File: src/rtl/aes_unload_pkg.sv
// Shared types and word-select helper for the AES text_out unloader.
package aes_unload_pkg;

  localparam int AES_BLK_W  = 128;
  localparam int AES_WORDS  = 4;
  localparam int AES_WORD_W = AES_BLK_W / AES_WORDS;

  typedef logic [AES_BLK_W-1:0]  aes_blk_t;
  typedef logic [AES_WORD_W-1:0] aes_word_t;

  typedef enum logic {UL_IDLE, UL_SEND} ul_state_e;

  // idx counts transfer order; msw_first decides which end of the block leaves first.
  function automatic aes_word_t word_sel(input aes_blk_t blk, input logic [1:0] idx,
                                         input bit msw_first);
    logic [1:0] pos;
    pos = msw_first ? 2'd3 - idx : idx;
    return blk[AES_WORD_W*pos +: AES_WORD_W];
  endfunction

endpackage

File: src/rtl/aes_blk_buf2.sv
// Two-entry 128-bit block FIFO; a push and pop on the same edge reuse the freed slot.
module aes_blk_buf2
  import aes_unload_pkg::*;
(
  input  logic     clk,
  input  logic     rst,
  input  logic     wr,
  input  aes_blk_t wdata,
  input  logic     rd_pop,
  output aes_blk_t rdata,
  output aes_blk_t rnext,
  output logic [1:0] occ,
  output logic     full,
  output logic     empty
);

  aes_blk_t mem [2];
  logic     wptr;
  logic     rptr;

  // NOTE: block storage is deliberately not reset; occupancy guards every read.
  always_ff @(posedge clk) begin
    if (wr) mem[wptr] <= wdata;
  end

  // NOTE: non-blocking assignments keep all state updates on the same edge order-independent.
  always_ff @(posedge clk or posedge rst) begin
    if (rst) begin
      wptr <= 1'b0;
      rptr <= 1'b0;
      occ  <= 2'd0;
    end else begin
      if (wr)     wptr <= ~wptr;
      if (rd_pop) rptr <= ~rptr;
      case ({wr, rd_pop})
        2'b10:   occ <= occ + 2'd1;
        2'b01:   occ <= occ - 2'd1;
        default: occ <= occ;
      endcase
    end
  end

  assign rdata = mem[rptr];
  assign rnext = mem[~rptr];
  assign full  = (occ == 2'd2);
  assign empty = (occ == 2'd0);

endmodule

File: src/rtl/aes_text_out_unloader.sv
// Buffers AES cipher results and streams each as four 32-bit words on a valid/ready port.
// Optional AES_UNLOAD_DROPCNT_EN adds a saturating dropped-block counter drop_cnt.
module aes_text_out_unloader
  import aes_unload_pkg::*;
#(
  parameter bit MSW_FIRST = 1'b1,
  parameter int DW        = 32
) (
  input  logic          clk,
  input  logic          rst,
  input  logic          done,
  input  logic [127:0]  text_out,
  output logic          m_valid,
  output logic [DW-1:0] m_data,
  output logic          m_last,
  input  logic          m_ready,
  output logic          overrun,
`ifdef AES_UNLOAD_DROPCNT_EN
  output logic [7:0]    drop_cnt,
`endif
  output logic          busy
);

  ul_state_e  state;
  logic [1:0] wcnt;
  aes_blk_t   rdata;
  aes_blk_t   rnext;
  aes_blk_t   nxt_blk;
  logic [1:0] occ;
  logic       full;
  logic       empty;
  logic       hs;
  logic       last_hs;
  logic       wr;
  logic       drop;
  logic       has_next;

  assign hs      = m_valid && m_ready;
  assign last_hs = hs && (wcnt == 2'd3);
  // A full buffer still accepts when the block in flight completes on this edge.
  assign wr      = done && (!full || last_hs);
  assign drop    = done && full && !last_hs;
  assign busy    = !empty;

  // After a final handshake the next block is either already queued or arriving right now.
  assign has_next = (occ == 2'd2) || wr;
  assign nxt_blk  = (occ == 2'd2) ? rnext : text_out;

  aes_blk_buf2 u_buf (
    .clk   (clk),
    .rst   (rst),
    .wr    (wr),
    .wdata (text_out),
    .rd_pop(last_hs),
    .rdata (rdata),
    .rnext (rnext),
    .occ   (occ),
    .full  (full),
    .empty (empty)
  );

  always_ff @(posedge clk or posedge rst) begin
    if (rst) begin
      state   <= UL_IDLE;
      wcnt    <= 2'd0;
      m_valid <= 1'b0;
      m_data  <= '0;
      m_last  <= 1'b0;
    end else begin
      case (state)
        UL_IDLE: begin
          if (!empty) begin
            state   <= UL_SEND;
            wcnt    <= 2'd0;
            m_valid <= 1'b1;
            m_data  <= word_sel(rdata, 2'd0, MSW_FIRST);
            m_last  <= 1'b0;
          end
        end
        UL_SEND: begin
          if (hs) begin
            if (wcnt != 2'd3) begin
              wcnt   <= wcnt + 2'd1;
              m_data <= word_sel(rdata, wcnt + 2'd1, MSW_FIRST);
              m_last <= (wcnt == 2'd2);
            end else if (has_next) begin
              wcnt   <= 2'd0;
              m_data <= word_sel(nxt_blk, 2'd0, MSW_FIRST);
              m_last <= 1'b0;
            end else begin
              state   <= UL_IDLE;
              wcnt    <= 2'd0;
              m_valid <= 1'b0;
              m_last  <= 1'b0;
            end
          end
        end
        default: state <= UL_IDLE;
      endcase
    end
  end

  always_ff @(posedge clk or posedge rst) begin
    if (rst) begin
      overrun  <= 1'b0;
`ifdef AES_UNLOAD_DROPCNT_EN
      drop_cnt <= 8'd0;
`endif
    end else if (drop) begin
      overrun  <= 1'b1;
`ifdef AES_UNLOAD_DROPCNT_EN
      if (drop_cnt != 8'hFF) drop_cnt <= drop_cnt + 8'd1;
`endif
    end
  end

endmodule

File: config.mk
export PLATFORM = sky130hd
export DESIGN_NAME = aes_text_out_unloader
export DESIGN_NICKNAME = d
export VERILOG_FILES = /design/src/rtl/aes_unload_pkg.sv /design/src/rtl/aes_blk_buf2.sv /design/src/rtl/aes_text_out_unloader.sv
export SDC_FILE = /design/constraint.sdc
export NUM_CORES = 1
export LEC_CHECK = 0
export BUFFER_PORTS_ARGS = -buffer_cell sky130_fd_sc_hd__buf_4
export CORE_MARGIN = 4
export CORE_UTILIZATION = 45
export DETAILED_ROUTE_END_ITERATION = 6
export SLEW_MARGIN = 20
export SYNTH_ARGS = -nofsm -noshare
export SYNTH_HDL_FRONTEND = slang
export SYNTH_SLANG_ARGS = --single-unit
File: constraint.sdc
create_clock -name clk -period 18.32 [get_ports clk]
set_input_delay 0 -clock clk [delete_from_list [all_inputs] [get_ports clk]]
set_output_delay 0 -clock clk [all_outputs]
set_load 0.01 [all_outputs]
==> impl_metrics.py, run 1 <==
metrics = {
    "run_status": {
        "outcome": "complete, no violations",
    },
    "synth": {
        "netlist_area_mm2": 0.0127,
        "yosys-top-cells-count": "256 x edfxtp_1, 64 x mux2i_1, 64 x mux4_2",
        "yosysWarnings": 0,
        "synth_flop_cell": "edfxtp_1",
        "synth_top_cell_by_area": "edfxtp_1",
        "syn_nets": 855,
        "synth_top_area_share_pct": 60.3,
        "synth_edf_count": 256,
        "syn_inst": 720,
        "syn_avg_cell_area_um2": 17.7,
        "ys_seq_area_share_pct": 68.6,
        "synth_area_leaders": "edfxtp_1 60%, mux4_2 11%, dfrtp_1 8.2%",
        "synth_cell_types": 35,
        "async_flop_share_pct": 14.1,
        "ys_seq_elements": 298,
        "yosysMostFrequentCell": "edfxtp_1",
    },
    "pwr": {
        "pwr-share-seq_pct": 39.1,
        "power_density_mw_per_mm2": 162,
        "internal-power_uw": 1890,
        "vdd_drop_max_uv": 172,
        "p_comb_share_pct": 35.0,
        "clock_power_share_pct": 25.9,
        "switchingPower_uw": 829,
        "power_switching_share_pct": 30.5,
        "leakagePower_uw": 0.00624,
    },
    "place": {
        "dpl.hpwl_um": 18100,
        "port_buffers": 167,
        "dp_cells": 1211,
        "routabilityCongestion": 0.744,
        "place_ws_ps": 13970,
    },
    "drt": {
        "wl_per_cell_um": 22.2,
        "drt_wl_total_um": 31200,
        "drtAntennaViolNets": 0,
        "avgViaCountPerCell": 5.60,
        "dr.pass1.iters": 5,
        "num_vias": 7851,
        "drtIter0Drc": 567,
        "drc": 0,
    },
    "sta": {
        "setup_ws_ps": 14510,
        "period_minus_slack_ps": 3810,
        "period_share_pct": 20.8,
        "max_freq_mhz": 262,
        "hold_viol": 0,
        "finClkSkew_ps": 19.2,
        "setup_viol": 0,
        "rsz0062_at_grt": "no",
        "maxSlewViolCount": 0,
        "setup_tns_ps": 0,
        "slew_headroom_pct": 25.9,
        "worst_pin_slew_ps": 1110,
    },
    "clock_tree": {
        "cts_resized": 0,
        "clk_latency_ps": 510,
        "ctsLongestPathBuffers": 3,
        "clkSinkCount": 298,
        "cts_tree": "done",
        "h-tree-depth": 2,
        "numCtsBuffers": 34,
        "root_buffer": "clkbuf_16",
        "clkTransAtPathRegs_ps": 60,
    },
    "worst_setup_path": {
        "critPathLaunch": "wcnt[0]",
        "crit_required_ps": 18450,
        "ff2ff_path_depth": 5,
        "path_class": "reg -> reg",
        "critical_path_arrival_ps": 3940,
        "rr_startpoint": "wcnt[0]",
        "max_stage_delay_ps": 950,
        "r2r_setup_slack_ps": 14510,
        "cp-end-kind": "flip-flop",
        "cp_max_fo": 51,
        "critical_path.slowest_cell": "ha_2",
        "rr_endpoint": "u_buf.mem[1][17]",
        "cp_cell_sequence": "ha_2 -> nand3_1 -> nand2_1 -> and3_4 -> buf_4",
        "startpoint_type": "flip-flop",
    },
    "hold_path": {
        "holdCritStartpoint": "done",
        "holdPathEnd": "overrun",
        "min_path_type": "in -> reg",
        "min_path_cells": 2,
    },
    "grt": {
        "grt_overflow": 0,
        "grt_pass1_vias": 8435,
        "gr-usage-all-layers_pct": 19.9,
        "grt_start_max_net_pins": 82,
        "grt_pass1_wl_um": 47800,
        "antenna_found_initial": 0,
    },
    "cells_and_area": {
        "final_nets": 1135,
        "regArea_mm2": 0.00875,
        "multiInputGateArea_mm2": 0.00373,
        "stdcell_count": 1403,
        "fin_util_pct": 60.2,
        "fillCellCount": 2103,
        "diodes": 0,
        "drive_gt1_share_pct": 29.6,
        "synthToLayoutAreaGrowth_pct": 31.5,
    },
    "die": {
        "start_util_pct": 45.7,
        "ios": 168,
        "dieArea_mm2": 0.0311,
        "rows": 61,
        "core_mm2": 0.0279,
        "die_h_um": 176,
        "die_w_um": 176,
    },
    "flow_run": {
        "drv_cap": 0,
    },
}
==> flip-flops by register name, indices dropped and copies added, names as in the netlist <==
name,count
u_buf.wptr,1
wcnt,2
m_valid,1
u_buf.occ,2
overrun,1
u_buf.rptr,1
u_buf.mem,256
m_last,1
m_data,32
state,1
==> layout make-up <==
| cell class | instances | area share (%) |
|---|---|---|
| sequential | 298 | 52.2 |
| timing repair buffer | 304 | 15.7 |
| clock inverter | 13 | 1.31 |
| multi-input combinational | 359 | 22.3 |
| clock buffer | 48 | 5.70 |
| tap | 378 | 2.82 |
| inverter | 3 | 0.0672 |
==> worst max-delay path: cells and delay by family (launching register included) <==
kind,cells,cell delay (ps)
fa+ha+maj,1,950
simple gates,3,1090
buf+inv,1,640
flops,1,660
==> routing by layer <==
metal  share of wire, %  vias up  GRT usage (%)
met5                  0        -              0
met4                1.9        0           5.10
met3                6.1       44           3.43
met2                 51      268           34.8
met1                 41     4008           26.1
li1                   -     3531              -
==> cell families (layout without fill, tap and decap cells) <==
kind of cell | count (synthesis) | in the layout | share of synthesized area, %
fa+ha+maj | 3 | 3 | 0.295
buf+inv | 63 | 368 | 2.45
xor+xnor | 5 | 5 | 0.344
simple gates | 120 | 120 | 4.74
compound gates | 103 | 103 | 7.26
mux | 128 | 128 | 16.3
flops | 298 | 298 | 68.6
==> metrics by stage <==
step           total power (µW)  hold slack (ps)  instance area (µm²)
2_1_floorplan              1750             98.9                12700
3_3_place_gp               1980              187                14300
3_5_place_dp               2020              187                14300
4_1_cts                    2750             82.1                16700
5_1_grt                    2860              102                16800
6_report                   2720             99.6                16800
==> worst max path at each step <==
stage,end,slack [ps],cells past startpoint
6_report,u_buf.mem[1][17],14510,5
5_1_grt,u_buf.mem[1][113],14220,5
4_1_cts,u_buf.mem[1][114],13990,5
3_5_place_dp,u_buf.mem[1][54],13970,5
3_3_place_gp,u_buf.mem[1][22],14090,5
2_1_floorplan,u_buf.mem[0][0],11240,6
==> cells in the final DEF, fill, tap and decap left out, types with 31 or more instances in the layout <==
cell and count:
edfxtp_1 256, buf_4 172, dlygate4sd3_1 130, mux4_2 64
mux2i_1 64, dfrtp_1 39, nand2_1 38, clkbuf_16 35
nor2b_1 33, a221oi_1 31, a211o_1 31, nor3_1 31
a221o_1 31
==> repair_timing <==
action	4_1_cts	5_1_grt
setup buffers	0	0
hold endpoints to repair	304	0
hold buffers	130	0
==> power groups by stage <==
stage	Combinational, µW	Sequential [µW]	Clock, µW
detailed placement	936	1080	0
global route	1030	1080	752
CTS	960	1070	722
floorplan	710	1040	0
global placement	910	1070	0
finish	951	1060	705
Power figures use the tool's default switching activity.
==> inputs of run 2 (changes only) <==
==> constraint.sdc (replaced) <==
create_clock -name clk -period 3.6 [get_ports clk]
set_input_delay 0 -clock clk [delete_from_list [all_inputs] [get_ports clk]]
set_output_delay 0 -clock clk [all_outputs]
set_load 0.01 [all_outputs]
==> run 2 against run 1 <==
Against the previous run: the flow now finishes with violations (design-rule violations); register-to-register slack lost 14000 ps; critical endpoint is now u_buf.mem[1][43]; global-route usage grew 1.1 points; cell count rose by 1.1%; setup slack worse by 14000 ps; routed wire length up 5.6%; critical path depth did not move; largest power group unchanged; count of clock-buffer cells in the layout down 1; first-iteration DRC count is 3.0% higher.
==> impl_metrics.py, run 2 (synthesis results as in run 1) <==
metrics = {
    "run_status": {
        "outcome": "finished with violations",
        "violations": "design-rule violations",
    },
    "drt": {
        "dr.pass1.iters": 7,
        "drtAntennaViolNets": 0,
        "drc": 6,
        "avgViaCountPerCell": 5.68,
        "drtIter0Drc": 584,
        "wl_per_cell_um": 23.2,
        "drt_wl_total_um": 32900,
        "num_vias": 8054,
    },
    "sta": {
        "max_freq_mhz": 379,
        "rsz0062_at_grt": "no",
        "setup_tns_ps": 0,
        "setup_viol": 0,
        "holdWs_ps": 118,
        "hold_viol": 0,
        "maxSlewViolCount": 0,
        "worst_pin_slew_ps": 1090,
        "slew_headroom_pct": 27.2,
        "period_share_pct": 73.3,
        "setup_ws_ps": 960,
        "finClkSkew_ps": 9.75,
        "period_minus_slack_ps": 2640,
    },
    "worst_setup_path": {
        "critPathLaunch": "wcnt[1]",
        "critical_path_buf_inv_count": 1,
        "critical_path_arrival_ps": 2810,
        "startpoint_type": "flip-flop",
        "cp_max_fo": 32,
        "path_class": "reg -> reg",
        "critical_path.slowest_cell": "and3_4",
        "cp_cell_sequence": "ha_2 -> nand3_1 -> nand2_1 -> and3_4 -> buf_4",
        "max_stage_delay_ps": 560,
        "rr_startpoint": "wcnt[1]",
        "crit_required_ps": 3770,
        "crit_family": "simple AND/OR/NAND/NOR gates",
        "cp-end-kind": "flip-flop",
    },
    "cells_and_area": {
        "largest_reg_flops": 256,
        "design_area_mm2": 0.0169,
        "final_cell_mix": "256 x edfxtp_1, 181 x buf_4, 130 x dlygate4sd3_1, 64 x mux4_2, 64 x mux2i_1",
        "top_register": "u_buf.mem",
        "final_nets": 1148,
        "layout_commonest_cell": "edfxtp_1",
        "synthToLayoutAreaGrowth_pct": 32.6,
        "largest_registers": "u_buf.mem x256, m_data x32",
        "drive_gt1_share_pct": 30.7,
    },
    "clock_tree": {
        "clk_latency_ps": 510,
        "post-cts-setup-buffers": 0,
        "cts_resized": 0,
        "numCtsBuffers": 34,
        "ctsLongestPathBuffers": 3,
        "clkSinkCount": 298,
        "cts_hold_buf": 130,
        "h-tree-depth": 2,
        "root_buffer": "clkbuf_16",
        "clkTransAtPathRegs_ps": 60,
        "cts_tree": "done",
    },
    "grt": {
        "antenna_found_initial": 1,
        "grt_pass1_wl_um": 50100,
        "grt_pass1_vias": 8752,
        "grt_overflow": 0,
        "grt_start_max_net_pins": 85,
        "gr-usage-all-layers_pct": 21.0,
    },
    "flow_run": {
        "drv_cap": 0,
    },
    "place": {
        "port_buffers": 167,
        "dpl.hpwl_um": 19300,
        "placed_area_mm2": 0.0144,
        "routabilityCongestion": 0.774,
        "place_ws_ps": 813,
    },
    "die": {
        "rows": 61,
        "start_util_pct": 45.7,
        "core_mm2": 0.0279,
        "dieArea_mm2": 0.0311,
        "ios": 168,
        "die_h_um": 176,
        "die_w_um": 176,
    },
    "pwr": {
        "leakagePower_uw": 0.00631,
        "power_density_mw_per_mm2": 825,
        "vdd_drop_max_uv": 448,
    },
    "hold_path": {
        "holdCritStartpoint": "done",
        "min_path_type": "in -> reg",
    },
}
## run 2: cell types whose count changed in the layout (fill, tap and decap cells not counted), sizes merged
cell and change:
buf +13, bufinv -3, clkbuf -1, clkinv +4
clkinvlp +2, diode +1, inv -1
## run 2: worst register-to-register path: stages, from the launching register on
cell     delay, ps
dfrtp_1        410
ha_2           480
nand3_1        270
nand2_1        160
and3_4         560
buf_4          410
## run 2: final timing paths
path                                    end  slack, ps  cells after the start
hold / removal                      overrun        120                      2
setup reg to reg           u_buf.mem[1][43]        960                      5
max in group asynchronous         m_data[9]       2650                      4
hold reg to reg                   m_data[1]        520                      1
setup / recovery           u_buf.mem[1][43]        960                      5
min in group asynchronous        m_data[25]        130                      3
## run 2: per-stage QoR
step | util (%) | instances | total power, µW
finish | 60.6 | 1418 | 13900
global route | 60.6 | 1418 | 14600
CTS | 60.6 | 1416 | 14000
detailed placement | 51.8 | 1224 | 10400
global placement | 51.8 | 1224 | 10200
floorplan | - | 720 | 8850
## run 2: per-layer routing
metal,vias up,part of all wire [%],global-route usage (%)
met3,61,5.4,3.02
met1,4147,41,27.6
li1,3547,-,-
met5,-,0,0
met4,0,2.2,5.62
met2,299,52,36.9
## run 2: area by class of cell
type | count | area [µm²]
Fill cell | 2066 | 11000
Tap cell | 378 | 473
Sequential cell | 298 | 8750
Clock buffer | 47 | 993
Multi-Input combinational cell | 359 | 3730
Inverter | 3 | 11.3
Clock inverter | 15 | 155
Timing Repair Buffer | 317 | 2780
Antenna cell | 1 | 2.50
## run 2: report_power, final
| part | internal (µW) | switching, µW | leakage, µW |
|---|---|---|---|
| logic | 2650 | 2460 | 0.00287 |
| clock network | 2150 | 1340 | 0.000559 |
| registers | 4800 | 547 | 0.00288 |
